--- src/rtl/sc_pkg.sv ---
// Shared definitions for the stochastic datapath: default widths, LFSR taps and FSM states.
package sc_pkg;

  localparam int unsigned ScLength = 4;
  localparam int unsigned ScN      = 1 << ScLength;
  localparam int unsigned ScSeed   = 1;

  // Fibonacci tap mask (bit i set = r[i] feeds the XOR) for a maximal-length left-shift LFSR.
  function automatic logic [31:0] sc_tap_mask(input int unsigned len);
    logic [31:0] mask;
    case (len)
      3:       mask = 32'h0000_0006;  // x^3+x^2+1
      4:       mask = 32'h0000_000C;  // x^4+x^3+1
      5:       mask = 32'h0000_0014;  // x^5+x^3+1
      6:       mask = 32'h0000_0030;  // x^6+x^5+1
      7:       mask = 32'h0000_0060;  // x^7+x^6+1
      8:       mask = 32'h0000_00B8;  // x^8+x^6+x^5+x^4+1
      default: mask = 32'h0000_0000;
    endcase
    return mask;
  endfunction

  typedef enum logic [1:0] {
    StIdle,
    StRun,
    StDone
  } sc_state_e;

endpackage

--- src/rtl/stochastic_number_generator_if.sv ---
// Load request and stream outputs of the binary-to-stochastic converter.
interface stochastic_number_generator_if
  import sc_pkg::*;
#(
  parameter int unsigned LENGTH = ScLength
) ();

  logic                     load;
  logic [LENGTH-1:0]        Bnum;
  logic                     busy;
  logic                     sc_bit;
  logic                     sc_valid;
  logic [(1 << LENGTH)-1:0] SCnum;
  logic                     done;

  modport master (
    output load,
    output Bnum,
    input  busy,
    input  sc_bit,
    input  sc_valid,
    input  SCnum,
    input  done
  );

  modport slave (
    input  load,
    input  Bnum,
    output busy,
    output sc_bit,
    output sc_valid,
    output SCnum,
    output done
  );

endinterface

--- src/rtl/sc_debruijn_lfsr.sv ---
// De Bruijn sequence generator: maximal-length LFSR with the all-zero state spliced in.
module sc_debruijn_lfsr
  import sc_pkg::*;
#(
  parameter int unsigned       LENGTH = ScLength,
  parameter logic [LENGTH-1:0] SEED   = LENGTH'(ScSeed)
) (
  input  logic              clk,
  input  logic              rst,
  input  logic              init,
  input  logic              en,
  output logic [LENGTH-1:0] r
);

  localparam logic [LENGTH-1:0] Taps = LENGTH'(sc_tap_mask(LENGTH));

  logic [LENGTH-1:0] r_q, r_d;
  logic              fb;

  // Next state: reload the seed or step once; the zero test splices 0..0 in after 10..0.
  always_comb begin
    fb  = (^(r_q & Taps)) ^ (r_q[LENGTH-2:0] == '0);
    r_d = r_q;
    if (init) begin
      r_d = SEED;
    end else if (en) begin
      r_d = {r_q[LENGTH-2:0], fb};
    end
  end

  // Sequence state register.
  always_ff @(posedge clk or posedge rst) begin
    if (rst) begin
      r_q <= SEED;
    end else begin
      r_q <= r_d;
    end
  end

  assign r = r_q;

endmodule

--- src/rtl/stochastic_number_generator.sv ---
// Binary-to-stochastic converter: emits 2**LENGTH bits, (r_k < value) per bit, serially and
// assembled into a parallel vector.
module stochastic_number_generator
  import sc_pkg::*;
#(
  parameter int unsigned       LENGTH = ScLength,
  parameter logic [LENGTH-1:0] SEED   = LENGTH'(ScSeed)
) (
  input logic                          clk,
  input logic                          rst,
  stochastic_number_generator_if.slave bus
);

  localparam int unsigned       NumBits = 1 << LENGTH;
  localparam logic [LENGTH-1:0] KLast   = LENGTH'(NumBits - 1);

  sc_state_e          state_q, state_d;
  logic [LENGTH-1:0]  value_q, value_d;
  logic [LENGTH-1:0]  k_q, k_d;
  logic [NumBits-1:0] scnum_q, scnum_d;
  logic               sc_bit_q, sc_bit_d;
  logic               sc_valid_q, sc_valid_d;
  logic               busy_q, busy_d;
  logic               done_q, done_d;

  logic [LENGTH-1:0]  r;
  logic               accept;
  logic               stream_bit;

  // Loads are only honoured in idle; anything seen in run or done is dropped.
  assign accept     = (state_q == StIdle) && bus.load;
  assign stream_bit = (r < value_q);

  sc_debruijn_lfsr #(
    .LENGTH (LENGTH),
    .SEED   (SEED)
  ) u_lfsr (
    .clk  (clk),
    .rst  (rst),
    .init (accept),
    .en   (state_q == StRun),
    .r    (r)
  );

  // FSM state register.
  always_ff @(posedge clk or posedge rst) begin
    if (rst) begin
      state_q <= StIdle;
    end else begin
      state_q <= state_d;
    end
  end

  // FSM next state: one pass of NumBits bits, then a single done cycle.
  always_comb begin
    state_d = state_q;
    unique case (state_q)
      StIdle:  if (bus.load) state_d = StRun;
      StRun:   if (k_q == KLast) state_d = StDone;
      StDone:  state_d = StIdle;
      default: state_d = StIdle;
    endcase
  end

  // FSM outputs, computed one cycle ahead so that every port is driven from a flop.
  always_comb begin
    sc_bit_d   = 1'b0;
    sc_valid_d = 1'b0;
    busy_d     = 1'b0;
    done_d     = 1'b0;
    unique case (state_q)
      StRun: begin
        sc_bit_d   = stream_bit;
        sc_valid_d = 1'b1;
        busy_d     = 1'b1;
      end
      StDone:  done_d = 1'b1;
      default: ;
    endcase
  end

  // Datapath next state: capture on accept, then fill SCnum one index per run cycle.
  always_comb begin
    value_d = value_q;
    k_d     = k_q;
    scnum_d = scnum_q;
    if (accept) begin
      value_d = bus.Bnum;
      k_d     = '0;
      scnum_d = '0;
    end else if (state_q == StRun) begin
      scnum_d[k_q] = stream_bit;
      k_d          = k_q + 1'b1;
    end
  end

  // Datapath and output registers.
  always_ff @(posedge clk or posedge rst) begin
    if (rst) begin
      value_q    <= '0;
      k_q        <= '0;
      scnum_q    <= '0;
      sc_bit_q   <= 1'b0;
      sc_valid_q <= 1'b0;
      busy_q     <= 1'b0;
      done_q     <= 1'b0;
    end else begin
      value_q    <= value_d;
      k_q        <= k_d;
      scnum_q    <= scnum_d;
      sc_bit_q   <= sc_bit_d;
      sc_valid_q <= sc_valid_d;
      busy_q     <= busy_d;
      done_q     <= done_d;
    end
  end

  assign bus.busy     = busy_q;
  assign bus.sc_bit   = sc_bit_q;
  assign bus.sc_valid = sc_valid_q;
  assign bus.SCnum    = scnum_q;
  assign bus.done     = done_q;

endmodule

--- src/flat_wrapper.sv ---
// flat-port wrapper written by rule: the top's interface ports become plain ports
module stochastic_number_generator_flat import sc_pkg::*;
#(
  parameter int unsigned       LENGTH = ScLength,
  parameter logic [LENGTH-1:0] SEED   = LENGTH'(ScSeed)
)
  (clk, rst, bus_load, bus_Bnum, bus_busy, bus_sc_bit, bus_sc_valid, bus_SCnum, bus_done);
  stochastic_number_generator_if #(.LENGTH(LENGTH)) bus_i ();
  input logic clk;
  input logic rst;
  input wire logic [$bits(bus_i.load)-1:0] bus_load;
  input wire logic [$bits(bus_i.Bnum)-1:0] bus_Bnum;
  output wire logic [$bits(bus_i.busy)-1:0] bus_busy;
  output wire logic [$bits(bus_i.sc_bit)-1:0] bus_sc_bit;
  output wire logic [$bits(bus_i.sc_valid)-1:0] bus_sc_valid;
  output wire logic [$bits(bus_i.SCnum)-1:0] bus_SCnum;
  output wire logic [$bits(bus_i.done)-1:0] bus_done;
  assign bus_i.load = bus_load;
  assign bus_i.Bnum = bus_Bnum;
  assign bus_busy = bus_i.busy;
  assign bus_sc_bit = bus_i.sc_bit;
  assign bus_sc_valid = bus_i.sc_valid;
  assign bus_SCnum = bus_i.SCnum;
  assign bus_done = bus_i.done;
  stochastic_number_generator #(.LENGTH(LENGTH), .SEED(SEED)) u_core (.clk(clk), .rst(rst), .bus(bus_i));
endmodule
--- config.mk ---
export PLATFORM = sky130hd
export DESIGN_NAME = stochastic_number_generator_flat
export DESIGN_NICKNAME = d
export VERILOG_FILES = /design/src/rtl/sc_pkg.sv /design/src/rtl/stochastic_number_generator_if.sv /design/src/rtl/sc_debruijn_lfsr.sv /design/src/rtl/stochastic_number_generator.sv /design/src/flat_wrapper.sv
export SDC_FILE = /design/constraint.sdc
export NUM_CORES = 1
export LEC_CHECK = 0
export ABC_AREA = 1
export CORE_MARGIN = 8
export CORE_UTILIZATION = 45
export DETAILED_ROUTE_END_ITERATION = 7
export PLACE_DENSITY = 0.68
export RECOVER_POWER = 100
export SYNTH_ARGS = -nofsm -noshare
export SYNTH_HDL_FRONTEND = slang
export SYNTH_HIERARCHICAL = 1
export SYNTH_SLANG_ARGS = --single-unit
--- constraint.sdc ---
create_clock -name clk -period 1.5 [get_ports clk]
set_input_delay 0.375 -clock clk [delete_from_list [all_inputs] [get_ports clk]]
set_output_delay 0.375 -clock clk [all_outputs]
set_load 0.05 [all_outputs]
Word-level counts from Yosys, hierarchy flattened
Index checks and enable logic that the tools add are counted.
{ "word_totals": {"ff_bits": 33, "input_bits": 7, "output_inout_bits": 20} }
{ "classes": {"n_addsub": 1, "order_cmp": 3, "eq_ne": 5, "mux": 15, "bitwise_logic": 1, "reduce_logical": 7} }
{ "ops": {"columns": ["op", "n"], "rows": [
  ["16-bit two-way mux", 2],
  ["16-bit bitwise mux", 1],
  ["4-bit two-way mux", 4],
  ["4-bit by 5-bit < comparator with 1-bit output, second input constant", 1],
  ["4-bit by 1-bit adder with 4-bit output, second input constant", 1],
  ["1-bit demux with 4-bit select", 1],
  ["4-bit equality test, second input constant", 1],
  ["4-bit by 1-bit greater-or-equal comparator with 1-bit output, second input constant", 1],
  ["4-bit < comparator", 1],
  ["1-bit two-way mux", 4],
  ["2-bit two-way mux", 2],
  ["2-bit one-hot mux with 2 select lines", 1],
  ["4-bit parity", 1],
  ["3-bit logical NOT", 1],
  ["2-bit by 1-bit equality test with 1-bit output, second input constant", 1],
  ["2-bit equality test, second input constant", 1],
  ["1-bit logical AND", 2],
  ["2-bit logical NOT", 1],
  ["2-bit by 1-bit != test with 1-bit output, second input constant", 1],
  ["2-bit != test, second input constant", 1],
  ["2-bit AND reduction", 1],
  ["2-bit nonzero test", 1],
  ["1-bit XOR", 1]
]} }

Longest topological paths before layout
{ "depth": {"ltp_word": 7, "depth_mapped": 8, "mapped_depth_nobuf": 7} }

By module
Netlist, hierarchy kept.
{ "modules_own_cells": {"columns": ["module", "n_inst", "cells_each", "area_each_um2", "seq_area_each_um2"], "rows": [
  ["stochastic_number_generator", 1, 204, 1595.3, 725.7],
  ["sc_debruijn_lfsr", 1, 25, 192.7, 101.3]
]} }

Worst setup path before layout
No wires, ideal clock.
{ "synth_path": {"path_kind": "register -> register", "startpoint": "register u_core.u_lfsr.r_q[3], in the netlist u_core/u_lfsr/r[3]", "endpoint": "register u_core.scnum_q[10], in the netlist u_core/bus.SCnum[10]", "t_arrival_ns": 1.219, "path_slack_ns": 0.214, "path_stages_with_launch": 8, "synth_period_minus_slack_ns": 1.286, "cell_sequence": "dfrtp_1 ha_1 nand2_1 nand2_1 nor2_8 buf_6 nand3_1 nand2_1"} }
{ "synth_between": {"elab_chain_len": 4} }
{ "synth_lines": {"columns": ["element", "line_no", "source"], "rows": [
  ["start: declaration", "sc_debruijn_lfsr.sv:17", "logic [LENGTH-1:0] r_q, r_d;"],
  ["start signal: assignment", "sc_debruijn_lfsr.sv:36", "r_q <= r_d;"],
  ["4-bit < comparator", "stochastic_number_generator.sv:32", "assign stream_bit = (r < value_q);"],
  ["16-bit bitwise mux", "stochastic_number_generator.sv:92", "scnum_d[k_q] = stream_bit;"],
  ["16-bit two-way mux", "stochastic_number_generator.sv:91", "end else if (state_q == StRun) begin"],
  ["16-bit two-way mux", "stochastic_number_generator.sv:87", "if (accept) begin"],
  ["end signal: assignment", "stochastic_number_generator.sv:110", "scnum_q <= scnum_d;"],
  ["end: declaration", "stochastic_number_generator.sv:20", "logic [NumBits-1:0] scnum_q, scnum_d;"]
]} }
Every way passes these cells. The select of a mux whose other input is x is not followed.
A chain may end at the register's enable or synchronous reset.

Worst setup path after layout
{ "layout_path": {"startpoint": "input bus_load", "endpoint": "register u_core.scnum_q[15], in the netlist u_core/bus.SCnum[15]"} }
{ "layout_between": {"elab_chain_len": 2, "elab_cells_between_ends": 3} }
{ "layout_lines": {"columns": ["element", "line_no", "source"], "rows": [
  ["start: declaration", "flat_wrapper.sv:11", "input wire logic [$bits(bus_i.load)-1:0] bus_load;"],
  ["1-bit logical AND *", "stochastic_number_generator.sv:31", "assign accept = (state_q == StIdle) && bus.load;"],
  ["16-bit two-way mux or 2-bit nonzero test (tied branches)", null, null]
]} }
Mark *: on every way between the ends. The rest lies on a longest branch, timed or not.

==> results list <==
- In this run the vertical extent of the chip is 79.0 µm.
- Power Dens Cells: 2410 nW/µm²
* Initial antenna violation count: 0
- Together, buffers and inverters on the worst path number 2.
* Total routing usage reported by global routing: 0.133
- Launch point of the worst reg-to-reg path: u_core/u_lfsr/r[3]
- Detailed routing inserted a total of 1565 vias.
- Hold repair after CTS inserted 0 buffers.
- Setup violations remaining at the end of the flow were counted as 0.
- Area of the mapped netlist: 1790 µm²
- In the final design database the tool counted 276 nets.
- In the final layout, the share of cells above drive strength 1 is 0.160.
- Sinks on Clock Net: 33
* Global placer's final weighted congestion: 0.825
- Number of global-route vias before repair: 1475
- For this configuration, the core starts out at a cell density of 0.457.
- Pin count of the biggest net entering global routing: 30
* Iter 0 DRT Violations: 129
- Worst endpoint data arrival time: 1.58 ns
- The count of final max-slew check failures was 0.
- The die is 79.0 µm wide.
- Proportion of synthesized chip area in sequential cells: 0.463
- TritonCTS built the clock tree.
* Final Hold Vio Count: 0
- The total area inside the core boundary comes to 3910 µm².
- The worst path meets setup with 0.0929 ns of slack.
- Minimum period implied by the final worst setup slack: 1.41 ns
* Startpoint types: input pin
* CP peak stage delay: 0.48 ns
- Synthesized instance count: 229
* Min-delay worst type: input pin to asynchronous set/reset pin
- Relative area change from synthesis to final layout: 17.8%
* Final clock period utilization by the worst path: 0.938
- Buffers on Ports: 26
- The detail route stage leaves a number of antenna-violating nets equal to 0.
- The clock arrives with 0.00785 ns of skew.
- STA classifies the critical path endpoint as a flop.
- Clock buffers created by TritonCTS: 5
- Detailed Routing Iterations Pass 1: 4
- Cell with the biggest individual delay on the critical path: sky130_fd_sc_hd__clkdlybuf4s50_1
- Synthesis inferred 33 register bits.
- The H-tree generated during clock tree synthesis spans 2 levels.
* Cell leakage power: 1.20 nW
- Net count after synthesis: 243
- After global routing the overflow that remains totals 0.
* Pre-CTS worst setup slack: -0.136 ns
* Count of unresolved DRC violations after routing: 0
* Count of unique library cells instantiated by Yosys: 22
* WS Path Type: input pin to flop
* Placed wire-length estimate after detailed placement: 2680 µm
- Clock latency at the later pin of the worst-skew pair: 0.29 ns
* Reported max-cap violation count: 0
* Least-Margin Pin Slew: 0.703 ns
* Worst-path cell chain: clkdlybuf4s50_1 > nand2_1 > nor2_1 > clkbuf_2 > nor2_1 > nand3_1 > nand2_1
- Dividing the detail-routed wire length by the instance count gives 12.2 µm.
- After detailed routing, the total wire length is 3830 µm.
* Critical path's top delay family: buffers and inverters
- The initialized floorplan defines 23 standard-cell rows.
- The first global-routing pass estimated 6640 µm of wire.
- Total Power Consumption: 5.08 mW
- Setup repair after global routing left no endpoint under its margin.
- The clock passes through at most 2 buffers.
- Count of inserted antenna diode cells: 0
* Clk root buf: sky130_fd_sc_hd__clkbuf_8
- Die footprint: 6250 µm²
- 27 I/O pins were placed.
- Worst Hold Slack: 0.430 ns
* Yosys warns: 6
* Result of the run: finished, final reports clean
- Startpoint of the worst setup timing path: bus_load
- STA puts the critical path data required time at 1.68 ns.
- Mean post-synth cell area: 7.81 µm²
* Worst voltage drop across the vdd grid: 0.932 mV
* Relative max-transition margin: 0.531
* Post-detailed-route via-to-cell ratio: 5.00
- Along the worst path, the maximum fanout reaches 9.
* Achievable frequency: 0.711 GHz
- After clock tree synthesis, the clock-pin slew on the worst setup and hold paths is 0.06 ns.
## metal layers
layer	wire length, µm	GRT usage	vias up	part of all wire
met3	155	0.0372	4	0.040
met5	0	0	-	0
met1	1880	0.161	725	0.49
met2	1720	0.207	38	0.45
met4	72	0.0741	0	0.019
li1	-	-	798	-
## cell type report
type	count	area, µm²
Fill cell	392	1810
Timing Repair Buffer	35	235
Sequential cell	33	827
Clock inverter	2	10.0
Multi-Input combinational cell	155	779
Tap cell	50	62.6
Clock buffer	6	72.6
Inverter	32	120
## kinds of logic (layout without fill, tap and decap cells)
family	after synthesis	count (layout)	synth area share
and+or+nand+nor	131	131	0.331
DFF	33	33	0.463
adders and majority gates	7	7	0.0490
AOI/OAI and AO/OA	17	17	0.0546
buffers and inverters	41	75	0.103
## synth_stat cells
cell | n | area [µm²]
sky130_fd_sc_hd__o21ai_1 | 3 | 15.0
sky130_fd_sc_hd__o211ai_1 | 3 | 22.5
sky130_fd_sc_hd__buf_4 | 5 | 37.5
sky130_fd_sc_hd__a21oi_1 | 1 | 5.00
sky130_fd_sc_hd__nor3_1 | 1 | 5.00
sky130_fd_sc_hd__dfstp_2 | 1 | 26.3
sky130_fd_sc_hd__nand2_2 | 1 | 6.26
sky130_fd_sc_hd__buf_2 | 3 | 15.0
sky130_fd_sc_hd__buf_6 | 1 | 11.3
sky130_fd_sc_hd__nand2_1 | 56 | 210
sky130_fd_sc_hd__nand2_4 | 2 | 22.5
sky130_fd_sc_hd__nor2_1 | 19 | 71.3
sky130_fd_sc_hd__nand3_1 | 50 | 250
sky130_fd_sc_hd__a21boi_0 | 1 | 7.51
sky130_fd_sc_hd__inv_1 | 31 | 116
sky130_fd_sc_hd__inv_2 | 1 | 3.75
sky130_fd_sc_hd__a22oi_1 | 1 | 7.51
sky130_fd_sc_hd__nor2_8 | 1 | 20.0
sky130_fd_sc_hd__ha_1 | 7 | 87.6
sky130_fd_sc_hd__o21ai_0 | 8 | 40.0
sky130_fd_sc_hd__nor2_2 | 1 | 6.26
sky130_fd_sc_hd__dfrtp_1 | 32 | 801
## stage by stage
stage | TNS (ns) | instance area, µm² | instances | util
2_1_floorplan | 0 | 1790 | 229 | -
3_3_place_gp | -1.36 | 2340 | 305 | 0.598
3_5_place_dp | -1.80 | 2340 | 305 | 0.598
4_1_cts | 0 | 2420 | 313 | 0.619
5_1_grt | 0 | 2110 | 313 | 0.538
6_report | 0 | 2110 | 313 | 0.538
## sequential cells by signal, indices dropped and copies added, names as in the netlist
| name | cells |
|---|---|
| u_core/bus.SCnum | 16 |
| u_core/bus.busy | 1 |
| u_core/bus.done | 1 |
| u_core/bus.sc_bit | 1 |
| u_core/k_q | 4 |
| u_core/state_q | 2 |
| u_core/u_lfsr/r | 4 |
| u_core/value_q | 4 |
## what timing repair did
| action | 4_1_cts | 5_1_grt |
|---|---|---|
| resized for setup | 0 | 1 |
| endpoints found under the setup margin | 0 | 1 |
| setup buffers | 0 | 0 |
## worst register-to-register path: stages (launching register included)
cell                      delay [ns]
sky130_fd_sc_hd__dfrtp_1        0.40
sky130_fd_sc_hd__ha_1           0.30
sky130_fd_sc_hd__nand2_1        0.07
sky130_fd_sc_hd__nand2_1        0.11
sky130_fd_sc_hd__nor2_8         0.16
sky130_fd_sc_hd__buf_12         0.15
sky130_fd_sc_hd__nand3_1        0.08
sky130_fd_sc_hd__nand2_1        0.07
## cell usage in the layout, fill, tap and decap left out
cell	instances
sky130_fd_sc_hd__buf_12	1
sky130_fd_sc_hd__clkinv_2	2
sky130_fd_sc_hd__nand2_1	56
sky130_fd_sc_hd__nor2_8	1
sky130_fd_sc_hd__clkdlybuf4s50_1	5
sky130_fd_sc_hd__ha_1	7
sky130_fd_sc_hd__nand2_2	1
sky130_fd_sc_hd__nand2_4	2
sky130_fd_sc_hd__a22oi_1	1
sky130_fd_sc_hd__buf_4	6
sky130_fd_sc_hd__clkbuf_1	1
sky130_fd_sc_hd__o211ai_1	3
sky130_fd_sc_hd__nand3_1	50
sky130_fd_sc_hd__nor3_2	1
sky130_fd_sc_hd__clkbuf_8	5
sky130_fd_sc_hd__a21boi_0	1
sky130_fd_sc_hd__a21oi_1	1
sky130_fd_sc_hd__clkbuf_2	22
sky130_fd_sc_hd__inv_1	32
sky130_fd_sc_hd__o21ai_0	11
sky130_fd_sc_hd__dfrtp_1	32
sky130_fd_sc_hd__dlygate4sd3_1	1
sky130_fd_sc_hd__dfstp_2	1
sky130_fd_sc_hd__nor2_1	20
## path summary, 6_finish.rpt
| check | endpoint | cells after the start | slack [ns] |
|---|---|---|---|
| max | u_core/bus.SCnum[15] | 7 | 0.09 |
| min | u_core/u_lfsr/r[1] | 2 | 0.43 |
| max reg2reg | u_core/bus.SCnum[6] | 7 | 0.11 |
| min reg2reg | u_core/value_q[0] | 2 | 0.48 |
| max in group asynchronous | u_core/value_q[3] | 3 | 0.30 |
| min in group clk | u_core/value_q[0] | 2 | 0.48 |
## power by group
group / total (mW) / internal, mW / leakage [nW] / switching [mW]
clock network: 0.632 / 0.321 / 0.0450 / 0.311
registers: 1.56 / 1.27 / 0.421 / 0.297
logic: 2.89 / 0.881 / 0.729 / 2.01
(Power assumes the default switching activity.)
==> patch 1: new RTL, same flow settings <==
`value_q` no longer has a reset.
--- a/src/rtl/stochastic_number_generator.sv
+++ b/src/rtl/stochastic_number_generator.sv
@@ -97,7 +97,6 @@
   // Datapath and output registers.
   always_ff @(posedge clk or posedge rst) begin
     if (rst) begin
-      value_q    <= '0;
       k_q        <= '0;
       scnum_q    <= '0;
       sc_bit_q   <= 1'b0;
@@ -105,7 +104,6 @@
       busy_q     <= 1'b0;
       done_q     <= 1'b0;
     end else begin
-      value_q    <= value_d;
       k_q        <= k_d;
       scnum_q    <= scnum_d;
       sc_bit_q   <= sc_bit_d;
@@ -113,6 +111,10 @@
       busy_q     <= busy_d;
       done_q     <= done_d;
     end
+  end
+
+  always_ff @(posedge clk) begin
+    value_q <= value_d;
   end
 
   assign bus.busy     = busy_q;
Formal check against the unedited RTL: no difference found for any inputs over 10 cycles, from zero or initial values and one cycle with rst high; that may be too few to reach the edited logic, so the function may still have changed.
==> patch 1 against the unedited design <==
Setup slack better by 0.0093 ns. Area after synthesis down 0.98%. Sequential cell count unchanged. Design area rose by 1.5%. Critical path depth unchanged. Power rose by 1.6%. Routed wire length grew 4.5%. Utilization grew 1.2 points. Largest cell class unchanged.
==> patch 1: results <==
[synth]
synth-main-ff-cell = dfrtp_1
synth_sequential_area_ratio_pct = 47.8
yosys-top-cells-count = 59 x nand2_1, 41 x nand3_1, 28 x dfrtp_1
largest_family_of_logic_cells_by_synthesized_area = simple AND/OR/NAND/NOR gates
synth_top_cells_by_area = dfrtp_1 40%, nand2_1 13%, nand3_1 12%
ys_warn_count = 6
synth.mux.area_fraction_pct = 0
synthXorXnorAreaFrac_pct = 0.495
synth-adder-area-share_pct = 4.95
synth_edf_count = 4
yosysUniqueCellTypes = 25
ys_async_sr_fraction_pct = 87.9
synth-compound-area-share_pct = 4.59
syn-num-nets = 229

[routing]
detailedRoute.firstPassIterationCount = 4
met2_wirelength_microns = 1890
maxUsedRoutingLayer = met4
wire_per_inst_microns = 13.2
wirelength_met1_microns = 1810
viasPerCell = 5.06
initialDrtViolationCount = 48
met3RoutedLength_microns = 245
drc = 0

[critical_path]
timing.critical_path.fanout_max = 11
cp.arrival_ns = 1.58

[clock_tree]
worst_skew_pair_latency_ns = 0.29
clk_pin_slew_worst_paths_ns = 0.07
post_cts_resized = 0
max-clock-path-buffers = 2
buffer_type_at_the_clock_tree_root = clkbuf_8
cts_buffers = 5
htreeDepth = 2

[final_layout]
finalInstanceArea_sq_um = 2140
largest_register_ffs = 16
finish.net_count = 265
drive_above_1_share_pct = 18.7
final.fill_count = 384
antenna_diode_count = 0

[global_routing]
antenna_found_initial = 0
pin_count_of_the_biggest_net_entering_global_routing = 26
via_count_of_the_first_global_routing_pass = 1559
grtUsageTotal_pct = 14.1
wire_length_of_the_first_global_routing_pass_microns = 7010

[sta]
tightest_slew_ns = 0.637
period_needed_ns = 1.40
fin_worst_skew_ns = 0.00773

[min_path]
worst_hold_path_type = in2async

[placement]
gpl.final_weighted_congestion = 0.819
portBuffers = 26
place_area_sq_um = 2360
dp.final_hpwl_microns = 2880

[power]
worst_ir_drop_vdd_mv = 0.944
power.static_leakage_nw = 1.15

[outcome]
status = complete, no violations
-- patch 1: metal layers --
metal / GRT usage [%] / vias up
met5: 0 / -
met4: 5.19 / 0
met3: 5.30 / 7
met2: 23.0 / 36
met1: 16.6 / 721
li1: - / 763
-- patch 1: worst paths after layout --
| path | start | end | slack (ns) | cells after the start |
|---|---|---|---|---|
| worst max-delay path | bus_load | u_core/k_q[3]$_DFFE_PP0P_ | 0.10 | 7 |
| worst min-delay path | rst | u_core/u_lfsr/r[3]$_DFFE_PP0P_ | 0.43 | 2 |
| max in group asynchronous | rst | u_core/k_q[3]$_DFFE_PP0P_ | 0.35 | 3 |
| min in group clk | u_core/bus.SCnum[5]$_DFFE_PP0P_ | u_core/bus.SCnum[5]$_DFFE_PP0P_ | 0.48 | 2 |
| worst max register to register | u_core/state_q[1]$_DFFE_PP0P_ | u_core/k_q[3]$_DFFE_PP0P_ | 0.12 | 7 |
| worst min register to register | u_core/bus.SCnum[5]$_DFFE_PP0P_ | u_core/bus.SCnum[5]$_DFFE_PP0P_ | 0.48 | 2 |
-- patch 1: layout make-up --
type                            count  area share (%)
Timing Repair Buffer               37            12.4
Inverter                           23            4.04
Sequential cell                    33            39.6
Multi-Input combinational cell    151            36.0
Tap cell                           50            2.93
Clock inverter                      2            1.58
Clock buffer                        6            3.39
-- patch 1: metrics by stage --
stage | setup slack (ns) | std cells
after CTS | 0.126 | 302
final | 0.102 | 302
after detailed placement | -0.162 | 294
after floorplan | 0.127 | 215
after global placement | -0.129 | 294
after global routing | 0.0224 | 302
-- patch 1: repair_timing --
action                     CTS  global route
setup buffers                0             0
hold buffers                 0             0
setup endpoints to repair    0             1
-- patch 1: where the power goes --
group	leakage [nW]	internal [mW]	switching [mW]	total [mW]
clock	0.0528	0.490	0.326	0.816
combinational	0.694	0.872	1.96	2.83
sequential	0.406	1.26	0.258	1.51
-- patch 1: logic make-up after synthesis --
group | after synthesis
AO/OA/AOI/OAI | 14
XOR/XNOR | 1
adder cells (fa/ha/maj) | 7
buffers and inverters | 31
flip-flops | 33
AND/OR/NAND/NOR | 129
-- patch 1: worst max-delay path, stage by stage --
cell	delay [ns]
clkdlybuf4s50_1	0.50
nand2_1	0.12
nor2_4	0.13
clkbuf_4	0.22
nor2_1	0.05
o21ai_0	0.14
inv_1	0.05
==> patch 2: new RTL, same settings <==
Without the edit above. `ScLength`: 4 -> 5.
--- a/src/rtl/sc_pkg.sv
+++ b/src/rtl/sc_pkg.sv
@@ -1,7 +1,7 @@
 // Shared definitions for the stochastic datapath: default widths, LFSR taps and FSM states.
 package sc_pkg;
 
-  localparam int unsigned ScLength = 4;
+  localparam int unsigned ScLength = 5;
   localparam int unsigned ScN      = 1 << ScLength;
   localparam int unsigned ScSeed   = 1;
 
Ports: changed (resized bus_Bnum and bus_SCnum); port bits go from 27 to 44. No check against the original RTL was run, so the function may have changed too.
==> patch 2 against the unedited design <==
The run now ends with setup timing left. Global-route usage up 3.5 points. Area after synthesis is 56% higher. Fmax decreased by 10%. Non-clock buffer count grew 40. Register-to-register slack worse by 0.18 ns. Setup slack got worse by 0.16 ns. Routed wire length up 97%. Design area rose by 74%. Clock skew grew 0.0091 ns. Sequential cell count is 19 higher. Critical path type is now reg2reg. Highest routed layer unchanged.
Power is left out: the tool's default activity adds up to more than one toggle a clock period on the data nets, which glitch-free logic cannot reach.
==> patch 2: results <==
[placement]
dp_slack_ns = -0.290
placed_cells_incl_taps = 485
dp.final_hpwl_microns = 4630
portBuffers = 43
place_area_sq_um = 3750
gpl.final_weighted_congestion = 0.819

[critical_path]
timing.critical_path.fanout_max = 8
critical-path-top-delay-family = flip-flops
r2r_cells = 9
cp.arrival_ns = 1.81
cpPeakStageDelay_ns = 0.39

[synth]
syn-num-nets = 384
yosysUniqueCellTypes = 21
synthesized_area_divided_by_synthesized_cell_count_sq_um = 7.61
yosys-top-cells-count = 89 x nand2_1, 70 x nand3_1, 51 x dfrtp_1, 51 x nor2_1, 33 x inv_1
synth_sequential_area_ratio_pct = 46.7
synth-compound-area-share_pct = 5.56
synth_top_cells_by_area = dfrtp_1 46%, nand3_1 13%, nand2_1 12%
synth-adder-area-share_pct = 4.03

[sta]
worst_hold_slack_ns = 0.406
fin_worst_skew_ns = 0.0169
endpoints_failing_setup = 32
worst_slack_ns = -0.0712
fin_setup_tns_ns = -1.36

[final_layout]
stdcell_count = 505
finish.net_count = 446
drive_above_1_share_pct = 30.0
largest_register_ffs = 32
final.fill_count = 497

[min_path]
worst_hold_path_type = in2async

[global_routing]
gr-usage-met1_pct = 20.7
pin_count_of_the_biggest_net_entering_global_routing = 34
via_count_of_the_first_global_routing_pass = 2591
global_route.usage.met3_pct = 3.49
wire_length_of_the_first_global_routing_pass_microns = 12100
grtUsageTotal_pct = 16.8
grt_use_met2_pct = 28.3

[routing]
detailedRoute.firstPassIterationCount = 5
initialDrtViolationCount = 213
viasPerCell = 5.24
wire_per_inst_microns = 15.0

[clock_tree]
clk_pin_slew_worst_paths_ns = 0.10
worst_skew_pair_latency_ns = 0.31

[outcome]
violated_checks = setup timing
status = complete, but fails checks
-- patch 2: cell count changes in the layout (fill, tap and decap cells not counted), moves of 8 or more --
cell / delta
buf_4: +15
clkbuf_2: +14
dfrtp_1: +18
nand2_1: +26
nand3_1: +8
nand3_2: +11
nor2_1: +19
nor2_4: +13
-- patch 2: final cells by class --
type | instances | area, sq um | share of cell area [%]
clock buffers | 6 | 72.6 | 1.98
flip-flops and latches | 52 | 1300 | 35.6
clock inverters | 2 | 12.5 | 0.342
well taps | 75 | 93.8 | 2.56
inverters | 37 | 141 | 3.86
multi-input cells | 258 | 1460 | 39.7
repair buffers | 75 | 583 | 15.9
-- patch 2: what timing repair did --
action | CTS | global route
setup endpoints to repair | 32 | 34
pin swaps | 0 | 10
gates resized for setup | 21 | 40
buffers inserted | 6 | 3
cloned | 2 | 1
-- patch 2: final timing paths --
| path | end | start | slack, ns |
|---|---|---|---|
| max | u_core/bus.SCnum[10]$_DFFE_PP0P_ | u_core/value_q[4]$_DFFE_PP0P_ | -0.07 |
| max reg2reg | u_core/bus.SCnum[10]$_DFFE_PP0P_ | u_core/value_q[4]$_DFFE_PP0P_ | -0.07 |
| min reg2reg | u_core/bus.done$_DFF_PP0_ | u_core/state_q[0]$_DFFE_PP0P_ | 0.51 |
| max in group asynchronous | u_core/k_q[2]$_DFFE_PP0P_ | rst | 0.21 |
| min in group clk | u_core/bus.done$_DFF_PP0_ | u_core/state_q[0]$_DFFE_PP0P_ | 0.51 |
| min | u_core/u_lfsr/r[3]$_DFFE_PP0P_ | rst | 0.41 |
-- patch 2: layer usage --
metal	routed length, microns	vias up
met5	0	-
met4	152	0
met3	486	15
met2	3610	116
met1	3310	1219
li1	-	1298
